==> src/rtl/nfc_command_reset_multiway.sv <==
// Multi-way NAND RESET (FFh) / SYNC RESET (FCh) sequencer: issues the command to each
// selected way in ascending order and follows that way's R/B busy/ready handshake.
module nfc_command_reset_multiway #(
  parameter int         NumberOfWays  = 4,
  parameter logic [5:0] CommandID     = 6'b000001,
  parameter logic [4:0] TargetID      = 5'b00101,
  parameter int         RBLowWindow   = 64,
  parameter int         TimeoutCycles = 1048576,
  parameter int         TimerWidth    = 24
) (
  input  logic                    iSystemClock,
  input  logic                    iReset,
  input  logic [5:0]              iOpcode,
  input  logic                    iCMDValid,
  output logic                    oCMDReady,
  input  logic [NumberOfWays-1:0] iWaySelect,
  input  logic                    iResetMode,
  output logic                    oStart,
  output logic                    oLastStep,
  output logic [NumberOfWays-1:0] oTimeoutWays,
  output logic [7:0]              oACG_Command,
  output logic [2:0]              oACG_CommandOption,
  input  logic [7:0]              iACG_Ready,
  input  logic [7:0]              iACG_LastStep,
  output logic [NumberOfWays-1:0] oACG_TargetWay,
  output logic [15:0]             oACG_NumOfData,
  output logic                    oACG_CASelect,
  output logic [39:0]             oACG_CAData,
  input  logic [NumberOfWays-1:0] iACG_ReadyBusy
);

  typedef enum logic [8:0] {
    stateReset      = 9'b000000001,
    stateReady      = 9'b000000010,
    stateLatch      = 9'b000000100,
    stateSelect     = 9'b000001000,
    stateCmdIssue   = 9'b000010000,
    stateWaitRBLow  = 9'b000100000,
    stateWaitRBHigh = 9'b001000000,
    stateNext       = 9'b010000000,
    stateDone       = 9'b100000000
  } state_t;

  state_t                  state;
  logic [NumberOfWays-1:0] pendingWays;
  logic [NumberOfWays-1:0] currentWay;
  logic                    resetMode;
  logic [TimerWidth-1:0]   timer;
  logic [NumberOfWays-1:0] rbStage1;
  logic                    rbSampled;

  logic                    accept;
  logic [NumberOfWays-1:0] remainingWays;
  logic [NumberOfWays-1:0] firstWay;
  logic [NumberOfWays-1:0] nextWay;
  logic                    unusedInputs;

  // Isolates the lowest set bit, so ways are always served in ascending index order.
  function automatic logic [NumberOfWays-1:0] lowestOf(input logic [NumberOfWays-1:0] mask);
    lowestOf = mask & (~mask + NumberOfWays'(1));
  endfunction

  assign oStart        = (iOpcode == CommandID) & iCMDValid;
  assign accept        = oStart & oCMDReady;
  assign remainingWays = pendingWays & ~currentWay;
  assign firstWay      = lowestOf(iWaySelect);
  assign nextWay       = lowestOf(remainingWays);
  assign unusedInputs  = ^{iACG_Ready[7], iACG_LastStep[7], iACG_LastStep[5:0], TargetID};

  // R/B is observed only for the way being served; the FSM acts on the second stage.
  always_ff @(posedge iSystemClock) begin
    if (iReset) begin
      rbStage1  <= '0;
      rbSampled <= 1'b0;
    end else begin
      rbStage1  <= iACG_ReadyBusy & currentWay;
      rbSampled <= |rbStage1;
    end
  end

  always_ff @(posedge iSystemClock) begin
    if (iReset) begin
      state              <= stateReset;
      oCMDReady          <= 1'b1;
      oLastStep          <= 1'b0;
      oTimeoutWays       <= '0;
      oACG_Command       <= 8'h00;
      oACG_CommandOption <= 3'd0;
      oACG_NumOfData     <= 16'h0000;
      oACG_CASelect      <= 1'b1;
      oACG_CAData        <= 40'h0;
      oACG_TargetWay     <= '1;
      pendingWays        <= '0;
      currentWay         <= '0;
      resetMode          <= 1'b0;
      timer              <= '0;
    end else begin
      oLastStep <= 1'b0;
      case (state)
        stateReset: begin
          state     <= stateReady;
          oCMDReady <= 1'b1;
        end
        stateReady: begin
          if (accept) begin
            state     <= stateLatch;
            oCMDReady <= 1'b0;
          end
        end
        stateLatch: begin
          pendingWays  <= iWaySelect;
          resetMode    <= iResetMode;
          oTimeoutWays <= '0;
          if (iWaySelect != '0) begin
            state          <= stateSelect;
            currentWay     <= firstWay;
            oACG_TargetWay <= ~firstWay;
          end else begin
            state     <= stateDone;
            oLastStep <= 1'b1;
          end
        end
        stateSelect: begin
          if (iACG_Ready[6:0] == 7'h7F) begin
            state              <= stateCmdIssue;
            oACG_Command       <= 8'h40;
            oACG_CommandOption <= 3'd0;
            oACG_NumOfData     <= 16'h0001;
            oACG_CASelect      <= 1'b1;
            oACG_CAData        <= {(resetMode ? 8'hFC : 8'hFF), 32'h0};
          end
        end
        stateCmdIssue: begin
          if (iACG_LastStep[6]) begin
            state        <= stateWaitRBLow;
            oACG_Command <= 8'h00;
            timer        <= '0;
          end
        end
        // A busy pulse that never shows up within the window is treated as missed.
        stateWaitRBLow: begin
          if (!rbSampled || (timer == TimerWidth'(RBLowWindow - 1))) begin
            state <= stateWaitRBHigh;
            timer <= '0;
          end else begin
            timer <= timer + 1'b1;
          end
        end
        stateWaitRBHigh: begin
          if (rbSampled) begin
            state          <= stateNext;
            oACG_TargetWay <= '1;
          end else if (timer == TimerWidth'(TimeoutCycles - 1)) begin
            state          <= stateNext;
            oACG_TargetWay <= '1;
            oTimeoutWays   <= oTimeoutWays | currentWay;
          end else begin
            timer <= timer + 1'b1;
          end
        end
        stateNext: begin
          pendingWays <= remainingWays;
          if (remainingWays != '0) begin
            state          <= stateSelect;
            currentWay     <= nextWay;
            oACG_TargetWay <= ~nextWay;
          end else begin
            state      <= stateDone;
            currentWay <= '0;
            oLastStep  <= 1'b1;
          end
        end
        stateDone: begin
          state     <= stateReady;
          oCMDReady <= 1'b1;
        end
        default: begin
          state <= stateReset;
        end
      endcase
    end
  end

endmodule
==> config.mk <==
export PLATFORM = sky130hd
export DESIGN_NAME = nfc_command_reset_multiway
export DESIGN_NICKNAME = d
export VERILOG_FILES = /design/src/rtl/nfc_command_reset_multiway.sv
export SDC_FILE = /design/constraint.sdc
export NUM_CORES = 1
export LEC_CHECK = 0
export ABC_AREA = 1
export BUFFER_PORTS_ARGS = -buffer_cell sky130_fd_sc_hd__buf_2
export CAP_MARGIN = 25
export CELL_PAD_IN_SITES_DETAIL_PLACEMENT = 1
export CELL_PAD_IN_SITES_GLOBAL_PLACEMENT = 2
export CORE_UTILIZATION = 30
export CTS_CLUSTER_DIAMETER = 60
export DETAILED_ROUTE_END_ITERATION = 6
export GPL_TIMING_DRIVEN = 0
export PLACE_DENSITY_LB_ADDON = 0.1
export SKIP_LAST_GASP = 1
export SYNTH_ARGS = -nofsm -noshare
export SYNTH_HDL_FRONTEND = slang
export SYNTH_SLANG_ARGS = --single-unit
==> constraint.sdc <==
create_clock -name iSystemClock -period 3.5 [get_ports iSystemClock]
set_clock_uncertainty 0.1 [all_clocks]
set_input_delay 0.175 -clock iSystemClock [delete_from_list [all_inputs] [get_ports iSystemClock]]
set_output_delay 0.175 -clock iSystemClock [all_outputs]
set_load 0.1 [all_outputs]
---- After elaboration in Yosys (flattened, before gate mapping) ----
Index checks and enable logic that the tools add are counted.
word-level totals
  word-level logic and storage cells ...... 107
  flip-flop bits (word level) ............. 74
operators by class
  add/sub/neg operators ................... 3
  bitwise gates (word level) .............. 12
  multiplexer cells ....................... 35
  reductions and logical operators ........ 20
  eq/ne operators ......................... 23
operators by type and width
  kind                                                   count
  2-to-1 mux 24 bit                                      4
  2-to-1 mux 9 bit                                       8
  one-hot mux 24 bit (3 select lines)                    1
  one-hot mux 9 bit (8 select lines)                     1
  2-to-1 mux 4 bit                                       8
  adder 24 x 1 -> 24 bit, second input constant          1
  equality test 24 x 20 -> 1 bit, second input constant  1
  equality test 24 x 6 -> 1 bit, second input constant   1
  one-hot mux 4 bit (2 select lines)                     3
  NOT 4 bit                                              5
  != test 2 bit, second input constant                   9
  AND 4 bit                                              4
  2-to-1 mux 8 bit                                       2
  one-hot mux 8 bit (2 select lines)                     1
  one-hot mux 4 bit (3 select lines)                     1
  equality test 9 x 1 -> 1 bit, second input constant    1
  equality test 9 x 2 -> 1 bit, second input constant    1
  equality test 9 x 3 -> 1 bit, second input constant    1
  equality test 9 x 4 -> 1 bit, second input constant    1
  equality test 9 x 5 -> 1 bit, second input constant    1
  equality test 9 x 6 -> 1 bit, second input constant    1
  equality test 9 x 7 -> 1 bit, second input constant    1
  equality test 9 x 8 -> 1 bit, second input constant    1
  equality test 9 bit, second input constant             1
  20 further kinds                                       34

---- Depth between registers and ports, before layout ----
  depth in word-level cells ............... 8
  mapped depth ............................ 12
  mapped depth without buffers ............ 12

---- Worst setup path after synthesis ----
OpenSTA, ideal clock, no wires.
  kind .................................... flip-flop to flip-flop
  start point ............................. register timer[0]
  end point ............................... register timer[22]
  period minus slack after synthesis ...... 1.754 ns
  slack ................................... 1.746 ns
  data required time ...................... 3.287 ns
  data arrival time ....................... 1.542 ns
  stages on the path, launching flop included .. 12
  cell sequence ........................... dfxtp_1 ha_1 inv_1 nor2_4 nand2_2 nor2_8 nand3_4 nand3_4 buf_8 nor2_2 nor2_1 nor2_1
on the way
  cells in the longest elaborated chain, start to end .. 4
  elaborated cells on any way between the ends .. 10
ends and longest elaborated chain
  item                                                                     line           text
  start, declared                                                          48             logic [TimerWidth-1:0] timer;
  start signal, assigned                                                   146            timer <= timer + 1'b1;
  start signal, assigned                                                   158            timer <= timer + 1'b1;
  adder 24 x 1 -> 24 bit or equality test 24 x 6 -> 1 bit (tied branches)  146, 158, 142
  2-to-1 mux 24 bit or logical OR 1 bit (tied branches)                    153, 142
  2-to-1 mux 24 bit, on equally long branches                              150, 142
  one-hot mux 24 bit (3 select lines)                                      99             case (state)
Several ways; a longest one is shown, not always the timed one. The select of a mux whose other input is x is not followed.
A chain may end at the register's enable or synchronous reset.

---- Worst setup path in the final report ----
  start point ............................. register state[4]
  end point ............................... register currentWay[1]
on the way
  cells in the longest elaborated chain, start to end .. 3
  elaborated cells on any way between the ends .. 6
ends and longest elaborated chain
  item                                                                          line  text
  start, declared                                                               44    state_t state;
  start signal, assigned                                                        83    state <= stateReset;
  start signal, assigned                                                        101   state <= stateReady;
  start signal, assigned                                                        106   state <= stateLatch;
  equality test 9 x 3 -> 1 bit or equality test 9 x 8 -> 1 bit (tied branches)  99
  != test 2 bit (no source line) or nonzero test 2 bit (tied branches)          --
  AND reduction 2 bit (no source line)                                          --
  end signal, assigned                                                          116   currentWay <= firstWay;
  end signal, assigned                                                          165   currentWay <= nextWay;
  end, declared                                                                 46    logic [NumberOfWays-1:0] currentWay;
Several ways; a longest one is shown, not always the timed one.

==> summary.md <==
| Metric | Value |
|---|---|
| Cell variety after synth | 32 |
| Met2 Resource Use GR | 29.28% |
| Leakage Power | 2.374 nW |
| Critical Path AT | 2.25 ns |
| PD cells | 460.0 mW/mm^2 |
| IO Pins | 113 |
| Clock share of power | 39.0% |
| Vias in the first global route | 3653 |
| Cells after Synth | 574 |
| Chip height | 115.0 microns |
| Gr ovfl total | 0 |
| Yosys warning count | 0 |
| Worst-Margin Slew | 0.7545 ns |
| GPL Wtd Cong | 0.7851 |
| Num CTS Buffers | 9 |
| CP Max Fanout | 8 |
| CP bufs+invs | 1 |
| Top delay family on crit path | simple AND/OR/NAND/NOR gates |
| Cell Rows | 40 |
| Largest net degree at the start of global routing | 11 |
| Worst path max stage delay | 0.34 ns |
| Mapped Area | 0.003831 sq mm |
| TritonCTS clock tree | done |
| Synthesized flop and latch total | 60 |
| Slew Limit Headroom | 49.70% |
| Setup TNS Final | 0 ns |
| Die Wd | 115.0 microns |
| Clock sink total | 60 |
| Synthesis-to-finish area growth | 25.44% |
| Net Sw Frac | 36.71% |
| Avg Inst Size Synth | 6.675 sq um |
| CTS Buffer Depth | 2 |
| HPWL Detailed | 8721 microns |
| Wire per inst | 12.47 microns |
| Die area | 0.01323 sq mm |
| Worst Setup End Kind | flop |
| Sequential fraction of design power | 33.0% |
| Initial DRC Count | 76 |
| Share of cells above drive strength 1 | 24.06% |
| First-pass GRT wire length | 17750 microns |
| Post-route DRC | 0 |
| Max frequency | 0.4794 GHz |
| Register area share after synthesis | 31.35% |
| Core area | 0.01221 sq mm |
| Slew Viols, Final | 0 |
| Crit path launch type | flop |
| # resized after CTS | 0 |
| RSZ-0062 raised after global routing | false |
| Starting Density | 31.37% |
| Max_cap viols | 0 |
| Status | completed |
| Final hold vios | 0 |
| Initial antenna violation count | 0 |
| # diodes | 0 |
| Final nets | 725 |
| Worst VDD drop | 0.1986 mV |
| Slowest stage cell, crit path | dfxtp_1 |
| WL final | 10750 microns |
| Commonest non-fill, non-tap cell in the layout | nand2_1 |
| M1 GR Usage | 22.34% |
| Routed vias/inst | 4.319 |
| Vias post-DR | 3723 |
| Met3 usage | 2.478% |
| P_int | 0.001399 W |
| Worst slack, placed | 1.404 ns |
| Clk_lat worst skew | 0.33 ns |
| Sw power | 0.0008117 W |
| Crit-path cells | nor2_2, nand2_1, nor2_2, nand3_1, nand2_2, nand2_1, inv_1, o21ai_0, nor2_1 |
| Number of routed nets with antenna violations | 0 |
| Root cell of the clock tree | clkbuf_16 |
| Worst EP required | 3.67 ns |
| Hold Path Class | in -> reg |
| H-tree Lvls | 3 |
| Clock slew at reported path FFs | 0.05 ns |
| Tcrit/Tclk final | 59.59% |
| Port-buffer cells | 45 |
| Drt pass-1 iters | 6 |
| Fin worst setup slack | 1.414 ns |
| Comb power frac | 27.9% |
| CP Class | reg -> reg |
| Global-route usage over all layers | 17.35% |
| Post-layout minimum cycle time | 2.086 ns |
| Highest-count cells in the layout ignoring fill and taps | nand2_1, nor2_1, buf_4 |
| Final setup fails | 0 |
| Layer with the highest usage | met2 |
## registers in the layout (all words and copies together) (netlist names)
register / count
pendingWays: 4
oCMDReady: 1
oLastStep: 1
currentWay: 4
rbSampled: 1
rbStage1: 4
resetMode: 1
timer: 24
oACG_Command: 1
oACG_CAData: 2
oACG_TargetWay: 4
state: 9
oTimeoutWays: 4
## cell type report
cell class	instances	area [sq um]
fill	1646	7406
multi-input combinational	439	2086
sequential	60	1201
buffer	71	529.3
clock buffer	14	284.0
timing repair buffer	49	265.3
inverter	60	225.2
tap	168	210.2
clock inverter	1	5.005
## Yosys cell counts, drive strengths merged
cell	instances	area, sq um
xor2	2	17.52
nor2	106	524.3
clkbuf	4	15.01
o211ai	2	15.01
nand3	47	270.3
and2	1	6.260
o21ai	21	105.1
nor3b	1	7.510
nand2	139	579.3
ha	1	12.51
nor3	12	60.06
nand3b	1	7.510
or2	2	12.52
buf	67	514.2
nand4	13	81.33
nor4	3	18.77
a21oi	30	150.1
inv	60	225.2
conb	2	7.510
dfxtp	60	1201
## cell families after synthesis
group	Yosys count	share of synthesized area (%)
adder cells (fa/ha/maj)	1	0.3265
XOR/XNOR	2	0.4573
flip-flops	60	31.35
buffers and inverters	131	19.69
other	2	0.1960
AO/OA/AOI/OAI	53	7.054
AND/OR/NAND/NOR	325	40.92
## metrics by stage
| step | util, % | total power (W) | cells | area (sq um) | hold slack (ns) |
|---|---|---|---|---|---|
| after floorplan | - | 0.001284 | 630 | 4041 | 0.1957 |
| after global placement | 36.66 | 0.001352 | 843 | 4477 | 0.3117 |
| after detailed placement | 36.66 | 0.001358 | 843 | 4477 | 0.3168 |
| after CTS | 39.35 | 0.002238 | 862 | 4806 | 0.007322 |
| after global routing | 39.35 | 0.002316 | 862 | 4806 | 0.06471 |
| final | 39.35 | 0.002211 | 862 | 4806 | 0.01419 |
## worst min-delay path, delay by kind of cell
kind            cells  cell delay (ns)
compound gates      1             0.07
simple gates        1             0.08
buf+inv             1             0.08
## worst paths after layout
kind / from / endpoint / slack [ns] / cells past startpoint
worst max-delay path: state[4] / currentWay[1] / 1.41 / 9
worst min-delay path: iResetMode / resetMode / 0.01 / 3
worst max register to register: state[4] / currentWay[1] / 1.41 / 9
worst min register to register: rbStage1[0] / rbSampled / 0.36 / 2
## power groups by stage
stage / clock network (W) / registers [W] / logic [W]
after global placement: 0 / 0.000744 / 0.000607
after CTS: 0.000888 / 0.000730 / 0.000619
final: 0.000863 / 0.000730 / 0.000618
after floorplan: 0 / 0.000756 / 0.000528
after detailed placement: 0 / 0.000745 / 0.000613
after global routing: 0.000923 / 0.000732 / 0.000660
## per-layer routing
metal	share of wire, %	routed length, microns	up-vias
met5	0	0	-
met4	1.5	166	0
met3	3.5	372	11
met2	47	5010	69
met1	48	5202	1715
li1	-	-	1928
## what timing repair did
| item | in CTS | in global routing |
|---|---|---|
| hold buffers | 4 | 0 |
| endpoints found under the setup margin | 0 | 0 |
| buffers inserted | 0 | 0 |
| hold endpoints to repair | 4 | 0 |
No activity file was read; power rests on OpenSTA's default activity.
